File: config.mk
export PLATFORM = sky130hd
export DESIGN_NAME = mips_mc_controller
export DESIGN_NICKNAME = d
export VERILOG_FILES = /design/src/rtl/mips_ctrl_pkg.sv /design/src/rtl/mips_ctrl_outdec.sv /design/src/rtl/mips_mc_controller.sv
export SDC_FILE = /design/constraint.sdc
export NUM_CORES = 1
export LEC_CHECK = 0
export ABC_AREA = 0
export CAP_MARGIN = 25
export CORE_MARGIN = 2
export CORE_UTILIZATION = 39
export CTS_CLUSTER_SIZE = 28
export DETAILED_ROUTE_END_ITERATION = 8
export PLACE_DENSITY = 0.75
export SLEW_MARGIN = 5
export SYNTH_ARGS = -nofsm -noshare
export SYNTH_HDL_FRONTEND = slang
export SYNTH_SLANG_ARGS = --single-unit
File: constraint.sdc
create_clock -name clk -period 1.69 [get_ports clk]
set_input_delay 0.338 -clock clk [delete_from_list [all_inputs] [get_ports clk]]
set_output_delay 0.338 -clock clk [all_outputs]
set_load 0.02 [all_outputs]
File: src/rtl/mips_ctrl_pkg.sv
// Shared encodings for the multicycle MIPS controller: FSM states,
// opcodes and the select codes driven onto the datapath muxes.
package mips_ctrl_pkg;

  typedef enum logic [3:0] {
    FETCH  = 4'd0,
    DECODE = 4'd1,
    MEMADR = 4'd2,
    MEMRD  = 4'd3,
    MEMWB  = 4'd4,
    MEMWR  = 4'd5,
    RTEX   = 4'd6,
    RTWB   = 4'd7,
    BEQ    = 4'd8,
    IMMEX  = 4'd9,
    IMMWB  = 4'd10,
    JUMP   = 4'd11
  } state_t;

  localparam logic [5:0] OP_RTYPE = 6'b000000;
  localparam logic [5:0] OP_LW    = 6'b100011;
  localparam logic [5:0] OP_SW    = 6'b101011;
  localparam logic [5:0] OP_BEQ   = 6'b000100;
  localparam logic [5:0] OP_ADDI  = 6'b001000;
  localparam logic [5:0] OP_ANDI  = 6'b001100;
  localparam logic [5:0] OP_ORI   = 6'b001101;
  localparam logic [5:0] OP_J     = 6'b000010;

  localparam logic [1:0] ALU_ADD   = 2'b00;
  localparam logic [1:0] ALU_SUB   = 2'b01;
  localparam logic [1:0] ALU_FUNCT = 2'b10;
  localparam logic [1:0] ALU_LOGI  = 2'b11;

  localparam logic [1:0] SRCB_REG   = 2'b00;
  localparam logic [1:0] SRCB_FOUR  = 2'b01;
  localparam logic [1:0] SRCB_IMM   = 2'b10;
  localparam logic [1:0] SRCB_IMMSH = 2'b11;

  localparam logic [1:0] PC_ALU    = 2'b00;
  localparam logic [1:0] PC_ALUOUT = 2'b01;
  localparam logic [1:0] PC_JUMP   = 2'b10;

  // andi/ori use zero-extended immediates and the op-decoded logical ALU mode
  function automatic logic is_logic_imm(input logic [5:0] op);
    return (op == OP_ANDI) || (op == OP_ORI);
  endfunction

  function automatic logic is_known_op(input logic [5:0] op);
    return (op == OP_RTYPE) || (op == OP_LW) || (op == OP_SW) ||
           (op == OP_BEQ) || (op == OP_ADDI) || is_logic_imm(op) ||
           (op == OP_J);
  endfunction

endpackage

File: src/rtl/mips_ctrl_outdec.sv
// State-to-control decode for the multicycle MIPS controller.
// Pure combinational; write enables are suppressed while rst is high.
module mips_ctrl_outdec
  import mips_ctrl_pkg::*;
(
  input  state_t      state,
  input  logic [5:0]  op,
  input  logic        zero,
  input  logic        rst,
  output logic        pc_en,
  output logic        iord,
  output logic        mem_write,
  output logic        ir_write,
  output logic        reg_dst,
  output logic        mem_to_reg,
  output logic        reg_write,
  output logic        alu_src_a,
  output logic        ext_sel,
  output logic        illegal_op,
  output logic [1:0]  alu_src_b,
  output logic [1:0]  alu_op,
  output logic [1:0]  pc_src
);

  // Per-state control values; unlisted outputs and unused encodings stay 0
  always_comb begin
    pc_en      = 1'b0;
    iord       = 1'b0;
    mem_write  = 1'b0;
    ir_write   = 1'b0;
    reg_dst    = 1'b0;
    mem_to_reg = 1'b0;
    reg_write  = 1'b0;
    alu_src_a  = 1'b0;
    ext_sel    = 1'b0;
    illegal_op = 1'b0;
    alu_src_b  = SRCB_REG;
    alu_op     = ALU_ADD;
    pc_src     = PC_ALU;
    case (state)
      FETCH: begin
        ir_write  = 1'b1;
        alu_src_b = SRCB_FOUR;
        pc_en     = 1'b1;
      end
      DECODE: begin
        alu_src_b  = SRCB_IMMSH;
        illegal_op = !is_known_op(op);
      end
      MEMADR: begin
        alu_src_a = 1'b1;
        alu_src_b = SRCB_IMM;
      end
      MEMRD: iord = 1'b1;
      MEMWB: begin
        mem_to_reg = 1'b1;
        reg_write  = 1'b1;
      end
      MEMWR: begin
        iord      = 1'b1;
        mem_write = 1'b1;
      end
      RTEX: begin
        alu_src_a = 1'b1;
        alu_op    = ALU_FUNCT;
      end
      RTWB: begin
        reg_dst   = 1'b1;
        reg_write = 1'b1;
      end
      BEQ: begin
        alu_src_a = 1'b1;
        alu_op    = ALU_SUB;
        pc_src    = PC_ALUOUT;
        pc_en     = zero;
      end
      IMMEX: begin
        alu_src_a = 1'b1;
        alu_src_b = SRCB_IMM;
        if (is_logic_imm(op)) begin
          alu_op  = ALU_LOGI;
          ext_sel = 1'b1;
        end
      end
      IMMWB: begin
        reg_write = 1'b1;
        ext_sel   = is_logic_imm(op);
      end
      JUMP: begin
        pc_src = PC_JUMP;
        pc_en  = 1'b1;
      end
      default: ;
    endcase
    if (rst) begin
      pc_en      = 1'b0;
      mem_write  = 1'b0;
      reg_write  = 1'b0;
      ir_write   = 1'b0;
      illegal_op = 1'b0;
    end
  end

endmodule

File: src/rtl/mips_mc_controller.sv
// Multicycle MIPS main controller: state register and next-state logic;
// control outputs are produced by mips_ctrl_outdec.
module mips_mc_controller
  import mips_ctrl_pkg::*;
(
  input  logic        clk,
  input  logic        rst,
  input  logic [5:0]  op,
  input  logic        zero,
  output logic        pc_en,
  output logic        iord,
  output logic        mem_write,
  output logic        ir_write,
  output logic        reg_dst,
  output logic        mem_to_reg,
  output logic        reg_write,
  output logic        alu_src_a,
  output logic        ext_sel,
  output logic        illegal_op,
  output logic [1:0]  alu_src_b,
  output logic [1:0]  alu_op,
  output logic [1:0]  pc_src
);

  state_t state, state_next;

  // State register with synchronous reset back to FETCH
  always_ff @(posedge clk) begin
    if (rst) state <= FETCH;
    else     state <= state_next;
  end

  // Next-state: op only matters in DECODE and MEMADR
  always_comb begin
    state_next = FETCH;
    case (state)
      FETCH: state_next = DECODE;
      DECODE: begin
        case (op)
          OP_LW, OP_SW:             state_next = MEMADR;
          OP_RTYPE:                 state_next = RTEX;
          OP_BEQ:                   state_next = BEQ;
          OP_ADDI, OP_ANDI, OP_ORI: state_next = IMMEX;
          OP_J:                     state_next = JUMP;
          default:                  state_next = FETCH;
        endcase
      end
      MEMADR:  state_next = (op == OP_LW) ? MEMRD : MEMWR;
      MEMRD:   state_next = MEMWB;
      RTEX:    state_next = RTWB;
      IMMEX:   state_next = IMMWB;
      default: state_next = FETCH;
    endcase
  end

  mips_ctrl_outdec u_outdec (
    .state      (state),
    .op         (op),
    .zero       (zero),
    .rst        (rst),
    .pc_en      (pc_en),
    .iord       (iord),
    .mem_write  (mem_write),
    .ir_write   (ir_write),
    .reg_dst    (reg_dst),
    .mem_to_reg (mem_to_reg),
    .reg_write  (reg_write),
    .alu_src_a  (alu_src_a),
    .ext_sel    (ext_sel),
    .illegal_op (illegal_op),
    .alu_src_b  (alu_src_b),
    .alu_op     (alu_op),
    .pc_src     (pc_src)
  );

endmodule
After elaboration in Yosys (flattened, before gate mapping). Index checks and enable logic that the tools add are counted.

Add/subtract/negate cells: 0. Multiply operators: 0. Div/mod/pow operators: 0. $lt $le $gt $ge: 0. Equal/unequal tests: 18. Shifts and indexed selects: 0. Mux-type cells: 23. Bitwise operators: 0. Reductions and logical operators: 17.

Operators by type and width (count): 4-bit case mux with 6 select lines (1); 4-bit case mux with 5 select lines (1); 6-bit by 4-bit == test with 1-bit output (second input constant) (3); 4-bit by 3-bit == test with 1-bit output (second input constant) (4); 4-bit == test (second input constant) (4); 1-bit two-way mux (14); 6-bit == test (second input constant) (2); 2-bit case mux with 3 select lines (2); 4-bit by 2-bit == test with 1-bit output (second input constant) (2); 2-bit OR reduction (4); 1-bit logical OR (7); 6-bit by 2-bit == test with 1-bit output (second input constant) (1); 6-bit by 3-bit == test with 1-bit output (second input constant) (1); 6-bit logical NOT (1); 3-bit OR reduction (2); 4-bit by 1-bit == test with 1-bit output (second input constant) (1); 4-bit logical NOT (1); 1-bit case mux with 2 select lines (2); 2-bit case mux with 2 select lines (1); 4-bit OR reduction (1); 3-bit two-way mux (1); 2-bit two-way mux (1); 1-bit logical NOT (1).

Register bits after elaboration: 4. Bits in latches: 0. Bits in writable memories: 0. Memory bits (read-only): 0. Input bits: 9. Output and inout bits: 16. Logic and storage cells: 59. Memories kept: 0.

Longest topological paths before layout. Gate-level depths: netlist of run 1.

Word-level depth: 10. Mapped depth: 4. Gate-level depth less buffers: 4.

Hierarchy. From an unflattened synthesis of run 1, not the netlist that was laid out.

Cell total of the unflattened synthesis: 79. Area total of the unflattened synthesis: 555.5 µm².

Modules (own cells, without submodules): mips_mc_controller (times used 1, cells each 41, area an instance 305.3 µm², seq. area each 80.1 µm²); mips_ctrl_outdec (times used 1, cells each 38, area an instance 250.2 µm², seq. area each 0.0 µm²).

Worst setup path before layout of run 1. No wires, ideal clock.

Path kind: flip-flop to output port. From: register state[1]. To: output reg_write. Arrival: 1.471 ns. Required time: 1.352 ns. Path slack: -0.119 ns. Cell stages (with the launch flop): 5. Path buffers: 1. Cells stage by stage: dfxtp_1 > buf_2 > nor3_1 > a21oi_1 > nor2_1.

Word-level cells in the longest chain between the ends: 4. Elaborated cells on any way between the ends: 6. Classes of those cells: eq/ne: 3; mux: 2; reduce/logical: 1.

Ends and longest elaborated chain: start: declaration (line mips_mc_controller.sv:25) `state_t state, state_next;`; start signal: assignment (line mips_mc_controller.sv:30) `else state <= state_next;`; 4-bit by 3-bit == test with 1-bit output / 4-bit == test (equally long branches) (line mips_ctrl_outdec.sv:40) `case (state)`; 3-bit OR reduction (no line) *; 1-bit two-way mux * (line mips_ctrl_outdec.sv:40); 1-bit two-way mux * (line mips_ctrl_outdec.sv:95) `if (rst) begin`; end: declaration (line mips_mc_controller.sv:16) `output logic reg_write,`.

Every way passes the cells marked *; elsewhere a longest branch is shown, timed or not.

Worst setup path in the final report of run 1.
From: input op[1]. To: output ext_sel.

Word-level cells in the longest chain between the ends: 4. Elaborated cells on any way between the ends: 5. Classes of those cells: eq/ne: 2; mux: 2; reduce/logical: 1.

Ends and longest elaborated chain: start: declaration (line mips_mc_controller.sv:8) `input logic [5:0] op,`; 6-bit by 4-bit == test with 1-bit output (line mips_ctrl_pkg.sv:45) `return (op == OP_ANDI) || (op == OP_ORI);`; 1-bit logical OR * (line mips_ctrl_pkg.sv:45); 1-bit two-way mux (line mips_ctrl_outdec.sv:80) `if (is_logic_imm(op)) begin`; 1-bit case mux with 2 select lines * (line mips_ctrl_outdec.sv:40); end: declaration (line mips_mc_controller.sv:18) `output logic ext_sel,`.

Marked as above.

==> out/metrics.cfg, run 1 <==
[clock_network]
clkSinkCount = 4
root_buffer = clkbuf_4
cts_tree = done
cts_hold_buf = 0
clock_latency_ps = 230
cts_buffers = 3
cts-htree-levels = 1
clk_path_buf_depth = 2
path_clk_slew_ps = 40

[pwr]
power_leakage_nw = 0.465
netSwitchingFraction_pct = 33.0
peakVddDrop_mv = 0.247
combPwrFrac_pct = 44.1
pwr_density_cell_nw_per_um2 = 374
p_seq_share_pct = 26.0
power.switching_mw = 0.131
intPower_mw = 0.266
p_clk_share_pct = 29.9

[route]
drcViolationCount = 0
vias_per_cell = 5.56
vias = 790
antenna_left = 0
wl_per_cell_um = 14.9
wl_um = 2120
drt_iter0_markers = 9
drtPass1Iterations = 4

[sta]
finalHoldViolations = 0
clock_skew_ps = 0.270
slew_headroom_pct = 55.4
layout_min_cycle_time_ps = 1780
rsz0062_at_grt = true
fin_ws_ps = -86.1
maxSlewViolCount = 0
finalSetupViolCount = 3
max_freq_mhz = 563
tightest_slew_ps = 652
fin_crit_sh_pct = 105

[min_path]
hold_path.class = in2reg

[cells_and_area]
final_cell_count_no_fill = 142
antenna_cells = 0
num-nets-final = 138
multi_input_area_um2 = 510
final_util_pct = 83.7
largest-register = state
regArea_um2 = 90.1
drive_above_1_share_pct = 61.4
nFillCells = 88
largest_register_ffs = 4
top_regs = state (4)
layout-area-overhead-vs-synth_pct = 103

[grt]
grt_pass1_wl_um = 3020
grt_pass1_vias = 729
grt_overflow = 0
grt_usage_pct = 27.3
antenna_found_initial = 0
grt_max_degree = 10

[placement]
place.detailed.hpwl_um = 1420
pre_cts_ws_ps = -905
gp_congestion = 0.814
numPortBuffers = 24
placed_cells = 137

[critical_path]
crit_slowest_cell = or3_4
cpPeakStageDelay_ps = 350
startpoint_type = primary input
path_cells = buf_6 -> nand3b_1 -> or3_4 -> or2_4 -> a21oi_2 -> buf_6
critPathKind = in2out
critPathRequiredTime_ps = 1350
cp_common_cell = buf_6
critPathCaptureType = output port
worstPathMaxFanout = 3
cp_top_family = simple AND/OR/NAND/NOR gates
critPathArrivalTime_ps = 1440
path_buf_inv = 2

[die]
die-area_um2 = 1650
rows = 13
core_um2 = 1270
initial_core_util_pct = 41.2
die_y_um = 40.6
die_w_um = 40.6
ios = 25

[status]
status = complete, but fails checks
failed_checks = negative setup slack

[synthesis]
yosys_warnings = 0
async_flop_share_pct = 0
syn_nets = 82
synth_area_um2 = 523
synth_cell_type_count = 34
yosysSeqAreaShare_pct = 15.3
synth-edff-count = 0
synth_cells = 73
ys_ff_latch = 4
yosys_most_used_dff = dfxtp_1
syn_area_per_cell_um2 = 7.16

[job]
maxCapViolations = 0

-- timing repair --
| action | in CTS | in global routing |
|---|---|---|
| pin swaps | 7 | 7 |
| setup buffers | 0 | 2 |
| setup endpoints to repair | 19 | 15 |
| gates resized for setup | 90 | 30 |
-- cell families (layout without fill, tap and decap cells) --
| logic type | count (synthesis) | after routing | share of synthesized area [%] |
|---|---|---|---|
| XOR/XNOR | 1 | 1 | 1.67 |
| multiplexers | 1 | 1 | 1.91 |
| AND/OR/NAND/NOR | 43 | 43 | 47.1 |
| buffers and inverters | 4 | 58 | 7.66 |
| flip-flops | 4 | 4 | 15.3 |
| AO/OA/AOI/OAI | 20 | 20 | 26.3 |
-- final cells by class --
| type | count | area share (%) |
|---|---|---|
| multi-input cells | 65 | 48.1 |
| well taps | 15 | 1.77 |
| repair buffers | 55 | 39.6 |
| flip-flops and latches | 4 | 8.48 |
| clock buffers | 3 | 2.12 |
-- per-stage QoR --
step	instance area, um2	hold slack (ps)	power (mW)	TNS [ps]
after floorplan	538	416	0.167	-55.6
after global placement	975	683	0.256	-6900
after detailed placement	975	710	0.259	-7170
after CTS	988	629	0.376	-452
after global routing	1060	663	0.421	-561
final	1060	642	0.398	-219
-- synth_stat cells, drive strengths merged, types with 2 or more instances --
cell type,n,area share (%)
o21ai,4,3.8
nor2,9,6.5
a31oi,2,2.4
clkbuf,2,5.3
a2111oi,2,4.5
buf,2,2.4
a211oi,3,4.3
dfxtp,4,15
or3,2,2.4
nor4,2,3.6
or2,2,2.4
nor3b,2,2.9
a21oi,4,3.8
nor2b,3,3.6
nand2b,5,6.5
nand2,4,2.9
nor3,9,8.6
-- power groups by stage --
stage | registers (mW) | logic, mW | clock network [mW]
detailed placement | 0.103 | 0.157 | 0
finish | 0.103 | 0.175 | 0.119
global route | 0.104 | 0.186 | 0.131
global placement | 0.103 | 0.153 | 0
CTS | 0.103 | 0.151 | 0.122
floorplan | 0.103 | 0.0634 | 0
-- path summary, 6_finish.rpt --
| path | startpoint | to | slack (ps) | cells after the start |
|---|---|---|---|---|
| worst max register to register | state[1] | state[0] | 100 | 4 |
| worst max-delay path | op[1] | ext_sel | -90 | 6 |
| worst min register to register | state[0] | state[2] | 740 | 3 |
| worst min-delay path | op[2] | state[1] | 640 | 5 |
-- routing by layer --
metal	GRT usage, %	vias up	part of all wire [%]
met4	11.7	0	0.90
met1	26.1	371	36
met3	3.26	4	3.7
li1	-	386	-
met5	0	-	0
met2	56.3	29	59
-- cell usage in the layout (no fill, tap or decap), types with 3 or more instances in the layout --
master / synthesis / final
nor3_1: 9 / 5
buf_6: 0 / 4
clkbuf_2: 0 / 4
nor2_1: 9 / 9
dlygate4sd2_1: 0 / 4
buf_4: 1 / 34
nor3_2: 0 / 3
buf_2: 1 / 6
clkbuf_4: 0 / 3
nand2b_4: 0 / 4
nand2_1: 4 / 4
-- worst register-to-register path, delay by kind of cell (launching register included) --
family | cells | cell delay (ps)
buffers and inverters | 1 | 160
AND/OR/NAND/NOR | 1 | 180
flip-flops | 1 | 330
AO/OA/AOI/OAI | 2 | 740
Power figures use the tool's default switching activity.
==> inputs of run 2 (changes only) <==
--- a/config.mk
+++ b/config.mk
@@ -7,11 +7,12 @@
 export LEC_CHECK = 0
 export ABC_AREA = 0
 export CAP_MARGIN = 25
-export CORE_MARGIN = 2
-export CORE_UTILIZATION = 39
+export CORE_AREA = 2 2 39 41
 export CTS_CLUSTER_SIZE = 28
 export DETAILED_ROUTE_END_ITERATION = 8
-export PLACE_DENSITY = 0.75
+export DIE_AREA = 0 0 41 43
+export DONT_BUFFER_PORTS = 1
+export PLACE_DENSITY = 0.52
 export SLEW_MARGIN = 5
 export SYNTH_ARGS = -nofsm -noshare
 export SYNTH_HDL_FRONTEND = slang
==> out/metrics.cfg, run 2 (same netlist as run 1, synthesis figures left out) <==
[pwr]
total_power_mw = 0.333  ; -16%
power_leakage_nw = 0.294  ; -37%
peakVddDrop_mv = 0.360  ; +45%
pwr_density_cell_nw_per_um2 = 400  ; +6.9%

[route]
vias_per_cell = 5.59  ; +0.47%
drcViolationCount = 0  ; unchanged
antenna_left = 0  ; unchanged
wl_per_cell_um = 13.0  ; -13%
drt_iter0_markers = 1  ; -8
wl_um = 1460  ; -31%
drtPass1Iterations = 2  ; -2
vias = 626  ; -21%

[cells_and_area]
nFillCells = 130  ; +48%
largest_register_ffs = 4  ; unchanged
multi_input_area_um2 = 503  ; -1.5%
final_cell_mix = buf_4 (20), nor2_1 (8), nor3_1 (6)
regArea_um2 = 92.6  ; +2.8%
antenna_cells = 0  ; unchanged
top_regs = state (4)
final_common_cell = buf_4
drive_above_1_share_pct = 51.0  ; -10 points
final_util_pct = 60.2  ; -24 points
layout-area-overhead-vs-synth_pct = 59.3
largest-register = state
num-nets-final = 107  ; -22%

[critical_path]
crit_slowest_cell = or4_4
startpoint_type = register
critPathArrivalTime_ps = 1350  ; -90 ps
critPathKind = reg2out
critPathRequiredTime_ps = 1350  ; about the same
critPathCaptureType = output port
worstPathMaxFanout = 6  ; +3
cpPeakStageDelay_ps = 530  ; +180 ps
path_cells = or4_4 -> nor2_4 -> buf_6

[grt]
antenna_found_initial = 0  ; unchanged
grt_pass1_vias = 577  ; -21%
grt_max_degree = 11  ; +1
grt_overflow = 0  ; unchanged
grt_pass1_wl_um = 2330  ; -23%
grt_usage_pct = 19.0  ; -8.3 points

[clock_network]
clkSinkCount = 4  ; unchanged
clk_path_buf_depth = 2  ; unchanged
root_buffer = clkbuf_4
cts_buffers = 3  ; unchanged
cts-htree-levels = 1  ; unchanged
cts_tree = done
path_clk_slew_ps = 40  ; about the same
cts_hold_buf = 0  ; unchanged
clock_latency_ps = 230  ; about the same

[sta]
slew_headroom_pct = 75.4  ; +20 points
tightest_slew_ps = 360  ; -293 ps
max_freq_mhz = 593  ; +5.3%
finalHoldViolations = 0  ; unchanged
layout_min_cycle_time_ps = 1690  ; -89.9 ps
clock_skew_ps = 0.124  ; -0.146 ps
rsz0062_at_grt = true
finalSetupViolCount = 0  ; -3
fin_crit_sh_pct = 99.8  ; -5.3 points
maxSlewViolCount = 0  ; unchanged

[die]
initial_core_util_pct = 37.8  ; -3.4 points
die_w_um = 41  ; +0.94%
die-area_um2 = 1760  ; +6.8%
die_y_um = 43  ; +5.9%
core_um2 = 1380  ; +9.1%
rows = 14  ; +1
ios = 25  ; unchanged

[status]
status = complete, no violations

[placement]
numPortBuffers = 0  ; -100%
place.detailed.hpwl_um = 1070  ; -25%
gp_congestion = 0.765  ; -6.0%

[job]
maxCapViolations = 0  ; unchanged

[min_path]
hold_path.class = in2reg

run 2: timing repair:
item | in CTS | in global routing
gates resized for setup | 14 | 16
setup endpoints to repair | 8 | 11
gates cloned | 0 | 0
pin swaps | 4 | 8
endpoints found under the hold margin | 0 | 0
buffers inserted | 5 | 0
run 2: cell type report:
| type | count | share of cell area, % |
|---|---|---|
| clock buffers | 3 | 2.70 |
| multi-input cells | 65 | 60.4 |
| flip-flops and latches | 4 | 11.1 |
| well taps | 16 | 2.40 |
| repair buffers | 24 | 23.4 |
run 2: critical path, delay by kind of cell (launching register included):
kind          cells  cell delay (ps)
simple gates      2              650
flops             1              360
buf+inv           1              110
run 2: report_power, final:
group / switching, mW / internal (mW) / total (mW)
registers: 0.00651 / 0.0955 / 0.102
clock network: 0.0365 / 0.0793 / 0.116
logic: 0.0566 / 0.0590 / 0.116
total: 0.0996 / 0.234 / 0.333
run 2: final timing paths:
kind / startpoint / to / slack [ps] / cells past startpoint
min reg2reg: state[0] / state[0] / 680 / 2
max reg2reg: state[1] / state[0] / 280 / 5
min: rst / state[1] / 190 / 1
max: state[0] / ir_write / 4 / 3
run 2: metal layers:
layer	share of wire (%)	vias to the layer above	global-route usage, %	wire length [um]
li1	-	327	-	-
met1	44	281	25.5	646
met2	50	18	28.7	733
met3	5.5	0	7.85	81
met4	0	0	2.00	0
met5	0	-	0	0
run 2: stage by stage:
| stage | hold slack, ps | cells | cell area (um2) | setup WS [ps] | setup TNS [ps] |
|---|---|---|---|---|---|
| final | 188 | 112 | 833 | 3.73 | 0 |
| after detailed placement | 439 | 105 | 668 | 34.5 | 0 |
| after floorplan | 416 | 73 | 538 | -30.5 | -55.6 |
| after CTS | 182 | 113 | 783 | -30.7 | -30.7 |
| after global placement | 442 | 105 | 668 | 38.9 | 0 |
| after global routing | 167 | 112 | 833 | -46.7 | -153 |
